$ cat config.mk
export PLATFORM = sky130hd
export DESIGN_NAME = multi_cycle_control_flat
export DESIGN_NICKNAME = d
export VERILOG_FILES = /design/src/rtl/multi_cycle_control_if.sv /design/src/rtl/multi_cycle_control.sv /design/src/flat_wrapper.sv
export SDC_FILE = /design/constraint.sdc
export NUM_CORES = 1
export LEC_CHECK = 0
export ABC_AREA = 1
export BUFFER_PORTS_ARGS = -buffer_cell sky130_fd_sc_hd__clkbuf_2
export CORE_UTILIZATION = 46
export DETAILED_ROUTE_END_ITERATION = 6
export PLACE_DENSITY = 0.81
export SYNTH_ARGS = -nofsm -noshare
export SYNTH_HDL_FRONTEND = slang
export SYNTH_SLANG_ARGS = --single-unit
$ cat constraint.sdc
create_clock -name CLK -period 1.45 [get_ports CLK]
set_input_delay 0 -clock CLK [delete_from_list [all_inputs] [get_ports CLK]]
set_output_delay 0 -clock CLK [all_outputs]
set_load 0.1 [all_outputs]
$ cat src/rtl/multi_cycle_control_if.sv
`default_nettype none
// ============================================================================
// Module   : multi_cycle_control_if
// Brief    : Control-unit <-> datapath/memory signal bundle.
// Revision : 1.0
// ============================================================================
interface multi_cycle_control_if;
  logic [10:0] Opcode;
  logic        Zero;
  logic        MemReady;
  logic        IFetch;
  logic        IRWrite;
  logic        PCWrite;
  logic        PCSrc;
  logic        Reg2Loc;
  logic        ALUSrc;
  logic        MemToReg;
  logic        RegWrite;
  logic        MemRead;
  logic        MemWrite;
  logic [1:0]  ALUOp;
  logic [2:0]  State;
  logic        Illegal;
  logic        Timeout;

  // master = control unit, slave = datapath/memory side
  modport master (
    input  Opcode, Zero, MemReady,
    output IFetch, IRWrite, PCWrite, PCSrc, Reg2Loc, ALUSrc, MemToReg,
           RegWrite, MemRead, MemWrite, ALUOp, State, Illegal, Timeout
  );

  modport slave (
    output Opcode, Zero, MemReady,
    input  IFetch, IRWrite, PCWrite, PCSrc, Reg2Loc, ALUSrc, MemToReg,
           RegWrite, MemRead, MemWrite, ALUOp, State, Illegal, Timeout
  );
endinterface
`default_nettype wire

$ cat src/rtl/multi_cycle_control.sv
`default_nettype none
// ============================================================================
// Module   : multi_cycle_control
// Brief    : LEGv8 multi-cycle control FSM with memory handshake and traps.
// Revision : 1.0
// ============================================================================
module multi_cycle_control #(
  parameter bit          ENABLE_CBNZ = 1'b1,
  parameter bit          ENABLE_IMM  = 1'b1,
  parameter int unsigned MEM_TIMEOUT = 15
) (
  input  logic                  CLK,
  input  logic                  Reset_L,
  multi_cycle_control_if.master bus
);

  localparam logic [2:0] C_ST_FETCH  = 3'd0;
  localparam logic [2:0] C_ST_DECODE = 3'd1;
  localparam logic [2:0] C_ST_EXEC   = 3'd2;
  localparam logic [2:0] C_ST_MEM    = 3'd3;
  localparam logic [2:0] C_ST_WB     = 3'd4;
  localparam logic [2:0] C_ST_TRAP   = 3'd5;

  localparam logic [2:0] C_CL_RTYPE = 3'd0;
  localparam logic [2:0] C_CL_IMM   = 3'd1;
  localparam logic [2:0] C_CL_LOAD  = 3'd2;
  localparam logic [2:0] C_CL_STORE = 3'd3;
  localparam logic [2:0] C_CL_CBZ   = 3'd4;
  localparam logic [2:0] C_CL_CBNZ  = 3'd5;
  localparam logic [2:0] C_CL_B     = 3'd6;

  localparam logic [7:0] C_TIMEOUT = 8'(MEM_TIMEOUT);

  logic [2:0] state_q, state_d;
  logic [2:0] cls_q, cls_d;
  logic [7:0] cnt_q, cnt_d;
  logic       illegal_q, illegal_d;
  logic       timeout_q, timeout_d;

  logic [2:0] dec_class;
  logic       dec_legal;
  logic       mem_wait;

  logic       ifetch, irwrite, pcwrite, pcsrc;
  logic       reg2loc, alusrc, memtoreg, regwrite, memread, memwrite;
  logic [1:0] aluop;

  // Instruction decode; disabled optional opcodes keep their class but are illegal
  always_comb begin
    dec_class = C_CL_RTYPE;
    dec_legal = 1'b0;
    casez (bus.Opcode)
      11'b11111000010: begin dec_class = C_CL_LOAD;  dec_legal = 1'b1; end
      11'b11111000000: begin dec_class = C_CL_STORE; dec_legal = 1'b1; end
      11'b10001011000,
      11'b11001011000,
      11'b10001010000,
      11'b10101010000: begin dec_class = C_CL_RTYPE; dec_legal = 1'b1; end
      11'b10110100???: begin dec_class = C_CL_CBZ;   dec_legal = 1'b1; end
      11'b10110101???: begin dec_class = C_CL_CBNZ;  dec_legal = ENABLE_CBNZ; end
      11'b000101?????: begin dec_class = C_CL_B;     dec_legal = 1'b1; end
      11'b1001000100?,
      11'b1101000100?: begin dec_class = C_CL_IMM;   dec_legal = ENABLE_IMM; end
      default:         begin dec_class = C_CL_RTYPE; dec_legal = 1'b0; end
    endcase
  end

  always_comb begin
    state_d   = state_q;
    cls_d     = cls_q;
    cnt_d     = cnt_q;
    illegal_d = illegal_q;
    timeout_d = timeout_q;
    mem_wait  = 1'b0;

    case (state_q)
      C_ST_FETCH: begin
        if (bus.MemReady) state_d = C_ST_DECODE;
        else              mem_wait = 1'b1;
      end
      C_ST_DECODE: begin
        if (dec_legal) begin
          cls_d   = dec_class;
          state_d = C_ST_EXEC;
        end else begin
          illegal_d = 1'b1;
          state_d   = C_ST_TRAP;
        end
      end
      C_ST_EXEC: begin
        case (cls_q)
          C_CL_RTYPE, C_CL_IMM:  state_d = C_ST_WB;
          C_CL_LOAD, C_CL_STORE: state_d = C_ST_MEM;
          default:               state_d = C_ST_FETCH;
        endcase
      end
      C_ST_MEM: begin
        if (bus.MemReady) state_d = (cls_q == C_CL_LOAD) ? C_ST_WB : C_ST_FETCH;
        else              mem_wait = 1'b1;
      end
      C_ST_WB:   state_d = C_ST_FETCH;
      C_ST_TRAP: state_d = C_ST_TRAP;
      default:   state_d = C_ST_FETCH;
    endcase

    // A ready strobe on the limit cycle completes normally since mem_wait is then low
    if (mem_wait) begin
      if (cnt_q >= C_TIMEOUT) begin
        timeout_d = 1'b1;
        state_d   = C_ST_TRAP;
      end else begin
        cnt_d = cnt_q + 8'd1;
      end
    end

    if (state_d != state_q) cnt_d = 8'd0;
  end

  always_ff @(posedge CLK) begin
    if (!Reset_L) begin
      state_q   <= C_ST_FETCH;
      cls_q     <= C_CL_RTYPE;
      cnt_q     <= 8'd0;
      illegal_q <= 1'b0;
      timeout_q <= 1'b0;
    end else begin
      state_q   <= state_d;
      cls_q     <= cls_d;
      cnt_q     <= cnt_d;
      illegal_q <= illegal_d;
      timeout_q <= timeout_d;
    end
  end

  always_comb begin
    ifetch   = 1'b0;
    irwrite  = 1'b0;
    pcwrite  = 1'b0;
    pcsrc    = 1'b0;
    reg2loc  = 1'b0;
    alusrc   = 1'b0;
    memtoreg = 1'b0;
    regwrite = 1'b0;
    memread  = 1'b0;
    memwrite = 1'b0;
    aluop    = 2'b00;

    case (state_q)
      C_ST_FETCH: begin
        ifetch  = 1'b1;
        irwrite = bus.MemReady;
        pcwrite = bus.MemReady;
      end
      C_ST_DECODE: begin
        // Register read happens here, so Reg2Loc follows the live opcode
        reg2loc = dec_legal && ((dec_class == C_CL_STORE) || (dec_class == C_CL_CBZ) ||
                                (dec_class == C_CL_CBNZ));
      end
      C_ST_EXEC: begin
        case (cls_q)
          C_CL_RTYPE: aluop = 2'b10;
          C_CL_IMM: begin
            alusrc = 1'b1;
            aluop  = 2'b11;
          end
          C_CL_LOAD, C_CL_STORE: alusrc = 1'b1;
          C_CL_CBZ: begin
            reg2loc = 1'b1;
            aluop   = 2'b01;
            pcwrite = bus.Zero;
            pcsrc   = bus.Zero;
          end
          C_CL_CBNZ: begin
            reg2loc = 1'b1;
            aluop   = 2'b01;
            pcwrite = !bus.Zero;
            pcsrc   = !bus.Zero;
          end
          C_CL_B: begin
            pcwrite = 1'b1;
            pcsrc   = 1'b1;
          end
          default: ;
        endcase
      end
      C_ST_MEM: begin
        alusrc   = 1'b1;
        memread  = (cls_q == C_CL_LOAD);
        memwrite = (cls_q == C_CL_STORE);
        reg2loc  = (cls_q == C_CL_STORE);
      end
      C_ST_WB: begin
        regwrite = 1'b1;
        memtoreg = (cls_q == C_CL_LOAD);
      end
      default: ;
    endcase
  end

  assign bus.IFetch   = ifetch;
  assign bus.IRWrite  = irwrite;
  assign bus.PCWrite  = pcwrite;
  assign bus.PCSrc    = pcsrc;
  assign bus.Reg2Loc  = reg2loc;
  assign bus.ALUSrc   = alusrc;
  assign bus.MemToReg = memtoreg;
  assign bus.RegWrite = regwrite;
  assign bus.MemRead  = memread;
  assign bus.MemWrite = memwrite;
  assign bus.ALUOp    = aluop;
  assign bus.State    = state_q;
  assign bus.Illegal  = illegal_q;
  assign bus.Timeout  = timeout_q;

endmodule
`default_nettype wire
$ cat src/flat_wrapper.sv
// flat-port wrapper written by rule: the top's interface ports become plain ports
module multi_cycle_control_flat 
#(
  parameter bit          ENABLE_CBNZ = 1'b1,
  parameter bit          ENABLE_IMM  = 1'b1,
  parameter int unsigned MEM_TIMEOUT = 15
)
  (CLK, Reset_L, bus_Opcode, bus_Zero, bus_MemReady, bus_IFetch, bus_IRWrite, bus_PCWrite, bus_PCSrc, bus_Reg2Loc, bus_ALUSrc, bus_MemToReg, bus_RegWrite, bus_MemRead, bus_MemWrite, bus_ALUOp, bus_State, bus_Illegal, bus_Timeout);
  multi_cycle_control_if bus_i ();
  input  logic CLK;
  input  logic Reset_L;
  input wire logic [$bits(bus_i.Opcode)-1:0] bus_Opcode;
  input wire logic [$bits(bus_i.Zero)-1:0] bus_Zero;
  input wire logic [$bits(bus_i.MemReady)-1:0] bus_MemReady;
  output wire logic [$bits(bus_i.IFetch)-1:0] bus_IFetch;
  output wire logic [$bits(bus_i.IRWrite)-1:0] bus_IRWrite;
  output wire logic [$bits(bus_i.PCWrite)-1:0] bus_PCWrite;
  output wire logic [$bits(bus_i.PCSrc)-1:0] bus_PCSrc;
  output wire logic [$bits(bus_i.Reg2Loc)-1:0] bus_Reg2Loc;
  output wire logic [$bits(bus_i.ALUSrc)-1:0] bus_ALUSrc;
  output wire logic [$bits(bus_i.MemToReg)-1:0] bus_MemToReg;
  output wire logic [$bits(bus_i.RegWrite)-1:0] bus_RegWrite;
  output wire logic [$bits(bus_i.MemRead)-1:0] bus_MemRead;
  output wire logic [$bits(bus_i.MemWrite)-1:0] bus_MemWrite;
  output wire logic [$bits(bus_i.ALUOp)-1:0] bus_ALUOp;
  output wire logic [$bits(bus_i.State)-1:0] bus_State;
  output wire logic [$bits(bus_i.Illegal)-1:0] bus_Illegal;
  output wire logic [$bits(bus_i.Timeout)-1:0] bus_Timeout;
  assign bus_i.Opcode = bus_Opcode;
  assign bus_i.Zero = bus_Zero;
  assign bus_i.MemReady = bus_MemReady;
  assign bus_IFetch = bus_i.IFetch;
  assign bus_IRWrite = bus_i.IRWrite;
  assign bus_PCWrite = bus_i.PCWrite;
  assign bus_PCSrc = bus_i.PCSrc;
  assign bus_Reg2Loc = bus_i.Reg2Loc;
  assign bus_ALUSrc = bus_i.ALUSrc;
  assign bus_MemToReg = bus_i.MemToReg;
  assign bus_RegWrite = bus_i.RegWrite;
  assign bus_MemRead = bus_i.MemRead;
  assign bus_MemWrite = bus_i.MemWrite;
  assign bus_ALUOp = bus_i.ALUOp;
  assign bus_State = bus_i.State;
  assign bus_Illegal = bus_i.Illegal;
  assign bus_Timeout = bus_i.Timeout;
  multi_cycle_control #(.ENABLE_CBNZ(ENABLE_CBNZ), .ENABLE_IMM(ENABLE_IMM), .MEM_TIMEOUT(MEM_TIMEOUT)) u_core (.CLK(CLK), .Reset_L(Reset_L), .bus(bus_i));
endmodule
==> flow_metrics.py, run 1 <==
metrics = {
    "outcome": {
        "status": "aborted with a tool error",
        "lastStage": "global routing (5_1_grt)",
        "error_line": "[ERROR GRT-0183] Net net1: the 3D maze router ran out of legal paths (heap underflow) - the net is boxed in by local congestion or blockages.",
    },
    "logic_synthesis": {
        "synth_area_mm2": 0.00116,
        "synth_nets": 197,
        "yosys_warnings": 0,
        "synthDistinctLibCells": 27,
        "synth_seq_cells": 16,
        "avgSynthCellArea_um2": 6.39,
        "postSynthCellCount": 181,
        "ys_seq_area_share_pct": 27.7,
    },
    "clock_network": {
        "clock_path_buffers": 2,
        "htreeDepth": 1,
        "cts_buffers": 3,
        "clkSinkCount": 16,
        "root_buffer": "clkbuf_4",
    },
    "sta": {
        "worst_endpoint_kind": "register data pin",
        "grt_repair_worst_endpoint": "u_core.cnt_q[2]$_SDFFE_PP0P_/D",
    },
    "global_routing": {
        "grt_max_degree": 10,
    },
    "floorplanning": {
        "row_count": 17,
        "dieHeight_um": 52.1,
        "die_x_um": 52.1,
        "start_util_pct": 50.3,
        "pin_count": 32,
    },
    "placed_design": {
        "dp_hpwl_um": 2520,
        "gp_congestion": 0.827,
        "io_buffers": 31,
    },
}
==> cells in the mapped netlist <==
cell type | instances | area share [%]
inv_1 | 37 | 12
nand2_1 | 29 | 9.4
nor2_1 | 21 | 6.8
dfxtp_1 | 16 | 28
nor2_2 | 15 | 8.1
nand3_1 | 13 | 5.6
nand2_2 | 8 | 4.3
o21ai_0 | 8 | 3.5
a21oi_1 | 7 | 3.0
inv_2 | 3 | 0.97
nand4_1 | 3 | 1.6
a31oi_1 | 2 | 1.1
nor3_1 | 2 | 0.87
nor3_2 | 2 | 1.7
xnor2_1 | 2 | 1.5
xor2_1 | 2 | 1.5
a21oi_2 | 1 | 0.76
ha_1 | 1 | 1.1
mux2_2 | 1 | 0.97
nand3_2 | 1 | 0.87
nand3_4 | 1 | 1.5
nor2_4 | 1 | 0.97
nor4_1 | 1 | 0.54
o21ai_2 | 1 | 0.76
o21ai_4 | 1 | 1.4
o221ai_1 | 1 | 0.76
o22ai_1 | 1 | 0.54
==> cells by family after synthesis <==
group	synth area share, %
AND/OR/NAND/NOR	42.4
XOR/XNOR	3.03
AO/OA/AOI/OAI	11.8
adder cells (fa/ha/maj)	1.08
flip-flops	27.7
multiplexers	0.974
buffers and inverters	13.0
==> metrics by stage <==
step	TNS, ps	hold WS [ps]	instances	cell area [um^2]	setup WS, ps
4_1_cts	-860	153	279	1990	-113
3_5_place_dp	-1090	275	270	1860	-146
3_3_place_gp	-357	264	270	1860	-45.4
2_1_floorplan	-9600	97.0	181	1270	-831
==> what timing repair did <==
action | 4_1_cts
resized for setup | 18
setup endpoints to repair | 14
setup buffers | 5
pin swaps | 8
hold endpoints to repair | 4
hold buffers | 1
==> inputs of run 2 (changes only) <==
--- a/config.mk
+++ b/config.mk
@@ -7,9 +7,10 @@
 export LEC_CHECK = 0
 export ABC_AREA = 1
 export BUFFER_PORTS_ARGS = -buffer_cell sky130_fd_sc_hd__clkbuf_2
-export CORE_UTILIZATION = 46
+export CORE_AREA = 2 2 63 65
 export DETAILED_ROUTE_END_ITERATION = 6
-export PLACE_DENSITY = 0.81
+export DIE_AREA = 0 0 65 67
+export PLACE_DENSITY_LB_ADDON = 0.15
 export SYNTH_ARGS = -nofsm -noshare
 export SYNTH_HDL_FRONTEND = slang
 export SYNTH_SLANG_ARGS = --single-unit
==> constraint.sdc (replaced) <==
create_clock -name CLK -period 1.9 [get_ports CLK]
set_input_delay 0 -clock CLK [delete_from_list [all_inputs] [get_ports CLK]]
set_output_delay 0 -clock CLK [all_outputs]
set_load 0.1 [all_outputs]
==> flow_metrics.py, run 2 <==
metrics = {
    "outcome": {
        "status": "finished, final reports clean",
    },
    "placed_design": {
        "place_ws_ps": 268,
        "placed_cell_area_mm2": 0.00148,
        "gp_congestion": 0.767,
        "dp_hpwl_um": 2140,
        "io_buffers": 31,
        "dp_cells": 261,
    },
    "cells_and_area": {
        "final_cell_mix": "36 x inv_1, 29 x nand2_1, 29 x clkbuf_2, 17 x nor2_1, 16 x nor2_2",
        "final_common_cell": "inv_1",
        "antenna_cells": 0,
        "postLayoutCellArea_mm2": 0.00154,
        "fillers": 409,
        "regArea_um2": 332,
        "top_register": "u_core.cnt_q",
        "areaGrowthSynthToFinish_pct": 33.1,
        "largest_reg_flops": 8,
        "multiInputGateArea_um2": 759,
        "instances_no_fill": 265,
        "drive_gt1_share_pct": 38.2,
        "nets": 234,
    },
    "critical_path": {
        "startpoint_type": "register",
        "slowest_stage": "clkbuf_2",
        "endpoint_kind": "output port",
        "arrival_ps": 1670,
        "crit_start": "u_core.bus.State[2]$_SDFF_PN0_",
        "cp_num_buf_inv": 3,
        "timing.rr.start": "u_core.bus.State[1]$_SDFF_PN0_",
        "worstPathRequired_ps": 1900,
        "crit_family": "buffers and inverters",
        "crit_fanout": 7,
        "worstPathCellList": "inv_4, nand2_4, nor2_4, inv_2, nor3_4, clkbuf_2",
        "crit_type": "reg2out",
        "cp_slowest_stage_delay_ps": 480,
    },
    "sta": {
        "maxSlewHeadroom_pct": 63.7,
        "setup_viol": 0,
        "slew_viol_final": 0,
        "fin_worst_skew_ps": 1.66,
        "holdWs_ps": 30.0,
        "period_needed_ps": 1670,
        "fmax_ghz": 0.598,
        "hold_viol": 0,
        "worst_slew_pin_slew_ps": 547,
        "fin_ws_ps": 227,
        "min_period_over_period_pct": 88.1,
        "rsz0062_at_grt": "no",
        "finalSetupTns_ps": 0,
    },
    "clock_network": {
        "cts_tree": "yes",
        "cts_resized": 0,
        "htreeDepth": 1,
        "clk_latency_ps": 240,
        "cts_buffers": 3,
        "clock_path_buffers": 2,
        "clkSinkCount": 16,
        "cts_setup_buffers": 0,
        "root_buffer": "clkbuf_8",
        "clkTransAtPathRegs_ps": 60,
        "hold_buffers": 0,
    },
    "logic_synthesis": {
        "synth_ff_type": "dfxtp_1",
        "ys_top_cells_by_count": "37 x inv_1, 29 x nand2_1, 21 x nor2_1, 16 x dfxtp_1, 15 x nor2_2",
        "avgSynthCellArea_um2": 6.39,
        "synth_area_mm2": 0.00116,
        "synth_top_area_share_pct": 27.7,
        "postSynthCellCount": 181,
        "synth_nets": 197,
        "yosys_warnings": 0,
        "synthDistinctLibCells": 27,
        "netlist.top_cell.by_area": "dfxtp_1",
        "ys_top_cells_by_area": "dfxtp_1 28%, inv_1 12%, nand2_1 9.4%, nor2_2 8.1%, nor2_1 6.8%",
        "ys_seq_area_share_pct": 27.7,
        "yosysMostFrequentCell": "inv_1",
        "synth_edf_count": 0,
        "synth_seq_cells": 16,
        "async_flop_share_pct": 0,
    },
    "floorplanning": {
        "die_area_mm2": 0.00436,
        "pin_count": 32,
        "die_x_um": 65,
        "start_util_pct": 32.1,
        "core_mm2": 0.00361,
        "row_count": 22,
        "dieHeight_um": 67,
    },
    "detailed_routing": {
        "viasPerCell": 4.40,
        "drt_iter0_drc": 98,
        "postRouteWirelength_um": 2510,
        "drtPass1Iterations": 4,
        "drc_errors": 0,
        "vias": 1165,
        "detail-route-antenna-nets": 0,
        "wl_per_cell_um": 9.48,
    },
    "power_and_ir_drop": {
        "power_density_mw_per_mm2": 750,
        "worst_ir_drop_vdd_uv": 240,
        "power_leakage_nw": 0.723,
    },
    "global_routing": {
        "grt-ovfl-total": 0,
        "grt_pass1_vias": 1101,
        "grt_max_degree": 10,
        "grt_util_all_layers_pct": 13.2,
        "grt_pass1_wl_um": 4510,
        "antenna_found_initial": 0,
    },
    "min_path": {
        "min_path_type": "in2reg",
        "hp-start": "Reset_L",
    },
    "job": {
        "drv_cap": 0,
    },
}
[run 2: cell counts after synthesis]
No cell type changed its count.
[run 2: through the flow]
| step | total power [W] | utilization (%) |
|---|---|---|
| finish | 0.00115 | 42.7 |
| global placement | 0.000872 | 41.2 |
| global route | 0.00123 | 42.7 |
| CTS | 0.00117 | 42.7 |
| detailed placement | 0.000871 | 41.2 |
| floorplan | 0.000790 | - |
[run 2: layer usage]
metal,share of wire (%),GRT usage (%),up-vias
met4,1.4,6.38,0
li1,-,-,639
met1,50,17.0,493
met2,43,21.3,31
met5,0,0,-
met3,5.3,2.03,2
[run 2: final cells by class]
cell class	instances	area share (%)
inverter	40	9.92
sequential	16	21.5
multi-input combinational	125	49.3
timing repair buffer	32	11.7
clock buffer	4	3.58
tap	48	3.90
[run 2: logic make-up (layout without fill, tap and decap cells)]
group | count (synthesis) | count (layout) | synth area share, %
buf+inv | 40 | 76 | 13.0
xor+xnor | 4 | 4 | 3.03
compound gates | 22 | 22 | 11.8
fa+ha+maj | 1 | 1 | 1.08
flops | 16 | 16 | 27.7
simple gates | 97 | 97 | 42.4
mux | 1 | 1 | 0.974
[run 2: tightest hold or removal path, stage by stage]
cell and delay (ps):
clkbuf_2 130, nand2_1 80, inv_1 30
[run 2: path summary, 6_finish.rpt]
kind	end	slack (ps)	cells past startpoint
min reg2reg	u_core.cnt_q[5]$_SDFFE_PP0P_	440	2
max reg2reg	u_core.cnt_q[5]$_SDFFE_PP0P_	260	11
min	u_core.bus.State[2]$_SDFF_PN0_	30	3
max	bus_ALUOp[1]	230	6
[run 2: where the power goes]
group / total, W / switching, W / internal (W)
Clock: 0.000293 / 0.000110 / 0.000183
Combinational: 0.000480 / 0.000379 / 0.000101
Sequential: 0.000381 / 0.0000276 / 0.000354
Total: 0.00115 / 0.000516 / 0.000638
Note: power is estimated with default switching activity, not from simulation.
